File: src/rtl/scene_pkg.sv
// scene_pkg: shared raster timing and scene geometry constants for the
// scene scan generator. Timing values describe 640x480@60 on a 25 MHz clock.
package scene_pkg;

  // Horizontal timing, in pixel clocks
  localparam int H_VIS  = 640;
  localparam int H_FP   = 16;
  localparam int H_SYNC = 96;
  localparam int H_BP   = 48;
  localparam int H_TOT  = H_VIS + H_FP + H_SYNC + H_BP;

  // Vertical timing, in lines
  localparam int V_VIS  = 480;
  localparam int V_FP   = 10;
  localparam int V_SYNC = 2;
  localparam int V_BP   = 33;
  localparam int V_TOT  = V_VIS + V_FP + V_SYNC + V_BP;

  // Scene ROM geometry (source pixels; the screen shows it at 2x)
  localparam int SCENE_W   = 512;
  localparam int SCENE_H   = 240;
  localparam int SRC_VIS_W = H_VIS / 2;
  localparam int MAX_SCROLL = SCENE_W - SRC_VIS_W;

  // Datapath widths
  localparam int ADDR_W   = 18;
  localparam int CNT_W    = 10;
  localparam int SCROLL_W = 9;

endpackage

File: src/rtl/vga_timing_ctr.sv
// vga_timing_ctr: free-running horizontal/vertical raster counters with
// combinational sync, visible-area and line/frame-end decodes.
module vga_timing_ctr #(
  parameter int H_VIS  = scene_pkg::H_VIS,
  parameter int H_FP   = scene_pkg::H_FP,
  parameter int H_SYNC = scene_pkg::H_SYNC,
  parameter int H_BP   = scene_pkg::H_BP,
  parameter int V_VIS  = scene_pkg::V_VIS,
  parameter int V_FP   = scene_pkg::V_FP,
  parameter int V_SYNC = scene_pkg::V_SYNC,
  parameter int V_BP   = scene_pkg::V_BP
) (
  input  logic       i_clk,
  input  logic       i_rst_n,
  output logic [9:0] o_h_cnt,
  output logic [9:0] o_v_cnt,
  output logic       o_line_end,
  output logic       o_frame_end,
  output logic       o_visible,
  output logic       o_hsync_n,
  output logic       o_vsync_n
);

  localparam int H_TOT = H_VIS + H_FP + H_SYNC + H_BP;
  localparam int V_TOT = V_VIS + V_FP + V_SYNC + V_BP;

  localparam logic [9:0] H_LAST     = 10'(H_TOT - 1);
  localparam logic [9:0] V_LAST     = 10'(V_TOT - 1);
  localparam logic [9:0] H_VIS_C    = 10'(H_VIS);
  localparam logic [9:0] V_VIS_C    = 10'(V_VIS);
  localparam logic [9:0] HS_START   = 10'(H_VIS + H_FP);
  localparam logic [9:0] HS_END     = 10'(H_VIS + H_FP + H_SYNC);
  localparam logic [9:0] VS_START   = 10'(V_VIS + V_FP);
  localparam logic [9:0] VS_END     = 10'(V_VIS + V_FP + V_SYNC);

  logic [9:0] r_h_cnt;
  logic [9:0] r_v_cnt;
  logic       w_line_end;
  logic       w_frame_end;

  assign w_line_end  = (r_h_cnt == H_LAST);
  assign w_frame_end = w_line_end && (r_v_cnt == V_LAST);

  // Raster position: h wraps every line, v advances on each h wrap
  always_ff @(posedge i_clk or negedge i_rst_n) begin
    if (!i_rst_n) begin
      r_h_cnt <= '0;
      r_v_cnt <= '0;
    end else if (w_line_end) begin
      r_h_cnt <= '0;
      r_v_cnt <= (r_v_cnt == V_LAST) ? '0 : r_v_cnt + 10'd1;
    end else begin
      r_h_cnt <= r_h_cnt + 10'd1;
    end
  end

  assign o_h_cnt     = r_h_cnt;
  assign o_v_cnt     = r_v_cnt;
  assign o_line_end  = w_line_end;
  assign o_frame_end = w_frame_end;
  assign o_visible   = (r_h_cnt < H_VIS_C) && (r_v_cnt < V_VIS_C);
  assign o_hsync_n   = !((r_h_cnt >= HS_START) && (r_h_cnt < HS_END));
  assign o_vsync_n   = !((r_v_cnt >= VS_START) && (r_v_cnt < VS_END));

endmodule

File: src/rtl/scene_scan_gen.sv
// scene_scan_gen: VGA raster timing plus 2x-scaled, horizontally scrolled
// scene ROM addressing for the renderer. Syncs get one extra register stage
// to line up with the renderer's registered RGB.
// Build option: define SCENE_SCROLL_EN to enable the per-frame scroll latch;
// without it scroll_x is ignored and the scroll offset is fixed at 0.
module scene_scan_gen import scene_pkg::*; #(
  parameter int H_VIS  = scene_pkg::H_VIS,
  parameter int H_FP   = scene_pkg::H_FP,
  parameter int H_SYNC = scene_pkg::H_SYNC,
  parameter int H_BP   = scene_pkg::H_BP,
  parameter int V_VIS  = scene_pkg::V_VIS,
  parameter int V_FP   = scene_pkg::V_FP,
  parameter int V_SYNC = scene_pkg::V_SYNC,
  parameter int V_BP   = scene_pkg::V_BP
) (
  input  logic              vga_clk,
  input  logic              reset_n,
  input  logic [8:0]        scroll_x,
  output logic [ADDR_W-1:0] rom_address,
  output logic              blank,
  output logic              hs_n,
  output logic              vs_n,
  output logic [9:0]        draw_x,
  output logic [9:0]        draw_y,
  output logic              frame_start
);

  localparam logic [9:0] V_VIS_C = 10'(V_VIS);

  logic [9:0]        w_h_cnt;
  logic [9:0]        w_v_cnt;
  logic              w_line_end;
  logic              w_frame_end;
  logic              w_visible;
  logic              w_hsync_n;
  logic              w_vsync_n;
  logic [8:0]        w_scroll_lat;
  logic [ADDR_W-1:0] w_addr;

  logic [ADDR_W-1:0] r_row_base;
  logic [ADDR_W-1:0] r_rom_address;
  logic              r_blank;
  logic [9:0]        r_draw_x;
  logic [9:0]        r_draw_y;
  logic              r_frame_start;
  logic              r_hs1_n;
  logic              r_vs1_n;
  logic              r_hs_n;
  logic              r_vs_n;

  vga_timing_ctr #(
    .H_VIS  (H_VIS),
    .H_FP   (H_FP),
    .H_SYNC (H_SYNC),
    .H_BP   (H_BP),
    .V_VIS  (V_VIS),
    .V_FP   (V_FP),
    .V_SYNC (V_SYNC),
    .V_BP   (V_BP)
  ) u_timing (
    .i_clk       (vga_clk),
    .i_rst_n     (reset_n),
    .o_h_cnt     (w_h_cnt),
    .o_v_cnt     (w_v_cnt),
    .o_line_end  (w_line_end),
    .o_frame_end (w_frame_end),
    .o_visible   (w_visible),
    .o_hsync_n   (w_hsync_n),
    .o_vsync_n   (w_vsync_n)
  );

`ifdef SCENE_SCROLL_EN
  localparam logic [8:0] SCROLL_MAX = 9'(SCENE_W - H_VIS / 2);

  logic [8:0] r_scroll_lat;

  // Sample the requested scroll once, on the last clock of the frame, clamped
  // so the right screen edge never runs past the scene row
  always_ff @(posedge vga_clk or negedge reset_n) begin
    if (!reset_n) begin
      r_scroll_lat <= '0;
    end else if (w_frame_end) begin
      r_scroll_lat <= (scroll_x > SCROLL_MAX) ? SCROLL_MAX : scroll_x;
    end
  end

  assign w_scroll_lat = r_scroll_lat;
`else
  logic w_unused_scroll;

  assign w_scroll_lat    = '0;
  assign w_unused_scroll = ^scroll_x;
`endif

  // Source row base: each source row covers two screen lines, so step the
  // base one row pitch after every odd visible line instead of multiplying
  always_ff @(posedge vga_clk or negedge reset_n) begin
    if (!reset_n) begin
      r_row_base <= '0;
    end else if (w_frame_end) begin
      r_row_base <= '0;
    end else if (w_line_end && w_v_cnt[0] && (w_v_cnt < V_VIS_C)) begin
      r_row_base <= r_row_base + ADDR_W'(SCENE_W);
    end
  end

  assign w_addr = r_row_base + ADDR_W'(w_h_cnt[9:1]) + ADDR_W'(w_scroll_lat);

  // Stage 1: address, blank, position and frame marker from the counters
  always_ff @(posedge vga_clk or negedge reset_n) begin
    if (!reset_n) begin
      r_rom_address <= '0;
      r_blank       <= 1'b0;
      r_draw_x      <= '0;
      r_draw_y      <= '0;
      r_frame_start <= 1'b0;
      r_hs1_n       <= 1'b1;
      r_vs1_n       <= 1'b1;
    end else begin
      r_rom_address <= w_visible ? w_addr : '0;
      r_blank       <= w_visible;
      r_draw_x      <= w_h_cnt;
      r_draw_y      <= w_v_cnt;
      r_frame_start <= (w_h_cnt == 10'd0) && (w_v_cnt == 10'd0);
      r_hs1_n       <= w_hsync_n;
      r_vs1_n       <= w_vsync_n;
    end
  end

  // Stage 2: syncs wait one more clock for the renderer's RGB register
  always_ff @(posedge vga_clk or negedge reset_n) begin
    if (!reset_n) begin
      r_hs_n <= 1'b1;
      r_vs_n <= 1'b1;
    end else begin
      r_hs_n <= r_hs1_n;
      r_vs_n <= r_vs1_n;
    end
  end

  assign rom_address = r_rom_address;
  assign blank       = r_blank;
  assign draw_x      = r_draw_x;
  assign draw_y      = r_draw_y;
  assign frame_start = r_frame_start;
  assign hs_n        = r_hs_n;
  assign vs_n        = r_vs_n;

endmodule

File: config.mk
export PLATFORM = sky130hd
export DESIGN_NAME = scene_scan_gen
export DESIGN_NICKNAME = d
export VERILOG_FILES = /design/src/rtl/scene_pkg.sv /design/src/rtl/vga_timing_ctr.sv /design/src/rtl/scene_scan_gen.sv
export SDC_FILE = /design/constraint.sdc
export NUM_CORES = 1
export LEC_CHECK = 0
export ABC_AREA = 1
export CAP_MARGIN = 40
export CORE_ASPECT_RATIO = 0.6
export CORE_MARGIN = 4
export CORE_UTILIZATION = 52
export CTS_CLUSTER_DIAMETER = 30
export DETAILED_ROUTE_END_ITERATION = 16
export PLACE_DENSITY = 0.8
export SYNTH_ARGS = -nofsm -noshare
export SYNTH_HDL_FRONTEND = slang
export SYNTH_SLANG_ARGS = --single-unit
File: constraint.sdc
create_clock -name vga_clk -period 2.11 [get_ports vga_clk]
set_input_delay 0.3165 -clock vga_clk [delete_from_list [all_inputs] [get_ports vga_clk]]
set_output_delay 0.3165 -clock vga_clk [all_outputs]
set_load 0.005 [all_outputs]
; ---- After elaboration in Yosys (flattened, before gate mapping)
; Index checks and enable logic that the tools add are counted.
[totals]
ff_bits = 82
output_inout_bits = 42
[op_classes]
n_addsub = 4
magnitude_cmp = 6
n_eq_ne = 2
mux = 5
n_reduce_logical = 12
[ops]
columns = op, count
row1 = two-way mux 18 bit, 3
row2 = adder 10 x 1 -> 10 bit (second input constant), 2
row3 = == test 10 bit (second input constant), 2
row4 = logical NOT 10 bit, 2
row5 = less-than comparator 10 bit (second input constant), 2
row6 = less-than comparator 10 x 9 -> 1 bit (second input constant), 2
row7 = two-way mux 10 bit, 2
row8 = adder 18 x 10 -> 18 bit (second input constant), 1
row9 = adder 18 x 9 -> 18 bit, 1
row10 = greater-or-equal comparator 10 bit (second input constant), 1
row11 = greater-or-equal comparator 10 x 9 -> 1 bit (second input constant), 1
row12 = logical AND 1 bit, 7
row13 = logical NOT 1 bit, 2
row14 = nonzero test 2 bit, 1

; ---- Logic depth before layout (Yosys ltp)
[logic_depth]
ltp_word = 5
depth_mapped = 8
ltp_nobuf = 8

; ---- Modules after synthesis
; Synthesis repeated with hierarchy kept, for this count alone.
[unflattened]
hier_cells = 330
area_unflattened_um2 = 3089.2
[modules_own_cells]
columns = mod, n_inst, cells_each, area_each_um2, seq_area_each_um2
row1 = scene_scan_gen, 1, 179, 1911.8, 1331.3
row2 = vga_timing_ctr, 1, 151, 1177.4, 500.5

; ---- Least setup slack after synthesis
; No wires, ideal clock.
[synth_path]
path_kind = register to register
from = register u_timing.r_v_cnt[0] (netlist: u_timing.o_v_cnt[0])
to = register r_row_base[10]
arrival_ns = 1.375
required_ns = 1.992
path_slack_ns = 0.618
path_stages_with_launch = 8
n_path_buf = 0
period_less_slack_ns = 1.492
cell_sequence = dfrtp_1 inv_2 ha_1 nand3_1 nor3_1 nand2_4 nand3_1 nand2_1
[synth_between]
elab_chain_cells = 3
[synth_rtl]
columns = item, line
row1 = start: declaration, vga_timing_ctr.sv:37  ; logic [9:0] r_v_cnt;
row2 = start signal: assignment, vga_timing_ctr.sv:51  ; r_v_cnt <= (r_v_cnt == V_LAST) ? '0 : r_v_cnt + 10'd1;
row3 = less-than comparator 10 x 9 -> 1 bit (tied with other cells), scene_scan_gen.sv:102  ; end else if (w_line_end && w_v_cnt[0] && (w_v_cnt < V_VIS_C)) begin
row4 = logical AND 1 bit (on tied branches), "scene_scan_gen.sv:102, vga_timing_ctr.sv:42"
row5 = nonzero test 2 bit (no line) / two-way mux 18 bit (equally long branches), --
row6 = end signal: assignment, scene_scan_gen.sv:103  ; r_row_base <= r_row_base + ADDR_W'(SCENE_W);
row7 = end: declaration, scene_scan_gen.sv:40  ; logic [ADDR_W-1:0] r_row_base;
; Parallel ways exist; a longest one is shown, timed or not.
; A chain may end at the register's enable or synchronous reset.

; ---- Worst setup path in the final report
[layout_path]
from = register u_timing.r_h_cnt[0] (netlist: u_timing.o_h_cnt[0])
to = register r_row_base[15]
[layout_between]
elab_chain_cells = 4
[layout_rtl]
columns = item, line
row1 = start: declaration, vga_timing_ctr.sv:36  ; logic [9:0] r_h_cnt;
row2 = start signal: assignment, vga_timing_ctr.sv:53  ; r_h_cnt <= r_h_cnt + 10'd1;
row3 = == test 10 bit *, vga_timing_ctr.sv:41  ; assign w_line_end = (r_h_cnt == H_LAST);
row4 = logical AND 1 bit (2 in a row), scene_scan_gen.sv:102
row5 = nonzero test 2 bit (no line), --
; Mark *: on every way between the ends. The rest lies on a longest branch, timed or not.

==> impl_metrics.json <==
{
  "wl_met1_um": 2880,
  "finalSetupViolCount": 0,
  "numCtsBuffers": 9,
  "htreeDepth": 3,
  "grt_first_pass_wirelength_um": 10100,
  "cts-root-buf": "clkbuf_8",
  "power_density_nw_per_um2": 719,
  "drc": 0,
  "synthCells": 308,
  "core_um2": 5620,
  "path_buf_inv": 0,
  "route.met2.wl_um": 2680,
  "final_antenna_net_count": 0,
  "synthArstFlopShare_pct": 100,
  "die_y_um": 67.2,
  "arrival_ns": 1.99,
  "clockBufferDepth": 2,
  "portBuffers": 43,
  "wl_per_cell_um": 13.5,
  "yosys_register_bits": 73,
  "grt_max_degree": 74,
  "drt-initial-drc-count": 119,
  "cp-start-kind": "flip-flop",
  "synth_common_cells": "dfrtp_1, nand2_1, inv_1, nor2_1, nand3_1",
  "antenna_found_initial": 0,
  "finalHoldViolCount": 0,
  "totalWireLength_um": 6040,
  "grt_overflow": 0,
  "ys_types": 28,
  "cts.sinks": 73,
  "drv_cap": 0,
  "cp.required_ns": 2.34,
  "leakagePower_nw": 1.89,
  "area_delta_synth_final_pct": 25.8,
  "dieArea_um2": 7160,
  "drv_slew": 0,
  "path_class": "reg2reg",
  "chipWidth_um": 107,
  "critPathTopFamily": "simple AND/OR/NAND/NOR gates",
  "post-route-period-util_pct": 83.3,
  "syn_avg_cell_area_um2": 9.85,
  "cp-end-kind": "flip-flop",
  "syn_nets": 324,
  "netlist_area_um2": 3030,
  "clock_latency_ns": 0.34,
  "floorplan.initialDensity_pct": 53.9,
  "dp_cells": 430,
  "fmax_mhz": 569,
  "io-pin-count": 53,
  "hp-class": "reg2reg",
  "crit_chain": "ha_1 > nand2_2 > nor2_4 > nand2_4 > nor2_8 > nand3_4 > nand3_1 > nand2_1",
  "setup_tns_ns": 0,
  "vdd_drop_max_mv": 0.388,
  "fin_nets": 378,
  "drt-pass1-iter-count": 4,
  "grt_usage_pct": 18.6,
  "rsz0062_at_grt": "no",
  "drive_gt1_share_pct": 10.9,
  "cts_tree": "yes",
  "viasPerCell": 5.09,
  "ys_seq_area_share_pct": 60.4,
  "status": "finished, final reports clean",
  "grt_pass1_vias": 2126,
  "slowest_delay_ns": 0.42,
  "place_hpwl_um": 4180,
  "synth_top_area_share_pct": 56.9,
  "place_area_um2": 3560,
  "critical_path.max_fanout": 19,
  "top_layer": "met4",
  "routabilityCongestion": 0.896,
  "yosys.area.top_type": "dfrtp_1",
  "post-route-min-period_ns": 1.76,
  "synth_edf_count": 0,
  "tightest_slew_ns": 0.501,
  "yosysMostFrequentCell": "dfrtp_1",
  "relSlewSlack_pct": 66.5,
  "cp_slowest_cell": "dfrtp_1",
  "synth_area_leaders": "dfrtp_1, nand2_1, nand3_1",
  "r2r_slack_ns": 0.35,
  "rows": 21,
  "finalPower_mw": 2.74,
  "met3WireLength_um": 394,
  "fin_area_um2": 3810,
  "fin_worst_skew_ns": 0.00781,
  "vias": 2276,
  "antenna-diode-count": 0,
  "cts.clk_slew.worst_paths_ns": 0.08,
  "yosys_warnings": 0,
  "fin_cells": 447,
  "synthFlopType": "dfrtp_1"
}
[cell families (layout without fill, tap and decap cells)]
logic type	after synthesis	count (layout)	share of synthesized area, %
adders and majority gates	5	5	2.06
buffers and inverters	44	103	5.86
DFF	73	73	60.4
xor gates and xnor gates	10	10	2.89
AOI/OAI and AO/OA	15	15	2.60
and+or+nand+nor	161	161	26.2
[cell usage in the layout, fill, tap and decap left out, types with 7 or more instances in the layout]
cell type and instances:
clkbuf_8 9, clkdlybuf4s50_1 42, dfrtp_1 69, inv_1 39
nand2_1 57, nand3_1 32, nand4_1 9, nor2_1 39
nor3_1 7, o21ai_0 12, xor2_1 10
[where the power goes]
group	switching, mW	internal (mW)	total, mW	leakage (nW)
sequential	0	1.40	1.40	0.967
combinational	0.0252	0.00578	0.0310	0.806
clock	0.522	0.792	1.31	0.117
[flip-flops by register name (all words and copies together) (netlist names)]
register,count
u_timing.o_h_cnt,10
u_timing.o_v_cnt,10
r_vs1_n,1
blank,1
vs_n,1
draw_y,10
hs_n,1
frame_start,1
draw_x,10
r_hs1_n,1
r_row_base,9
rom_address,18
[path summary, 6_finish.rpt]
kind	to	start	cells past startpoint
setup / recovery	r_row_base[15]	u_timing.o_h_cnt[0]	8
hold / removal	vs_n	r_vs1_n	0
setup reg to reg	r_row_base[15]	u_timing.o_h_cnt[0]	8
hold reg to reg	vs_n	r_vs1_n	0
max in group asynchronous	vs_n	reset_n	3
min in group asynchronous	rom_address[13]	reset_n	3
[timing repair]
action | CTS | global route
hold buffers | 1 | 0
endpoints found under the hold margin | 41 | 0
setup buffers | 0 | 0
gates resized for setup | 0 | 0
[stage by stage]
step	hold WS (ns)	utilization, %	setup WS, ns
final	0.358	67.8	0.352
after floorplan	0.0209	-	0.618
after CTS	0.359	67.8	0.355
after detailed placement	0.349	63.4	0.378
after global routing	0.360	67.8	0.196
after global placement	0.347	63.4	0.414
[layout make-up]
cell class | count | area (um^2)
fillers | 440 | 1810
multi-input cells | 191 | 1020
clock buffers | 10 | 128
repair buffers | 46 | 463
inverters | 41 | 154
flip-flops and latches | 73 | 1830
clock inverters | 6 | 115
well taps | 80 | 100
[layer usage]
layer / vias to the layer above / track usage (%)
met2: 72 / 28.1
met3: 10 / 6.49
met5: - / 0
li1: 1090 / -
met1: 1104 / 25.1
met4: 0 / 7.02
Power figures use the tool's default switching activity.
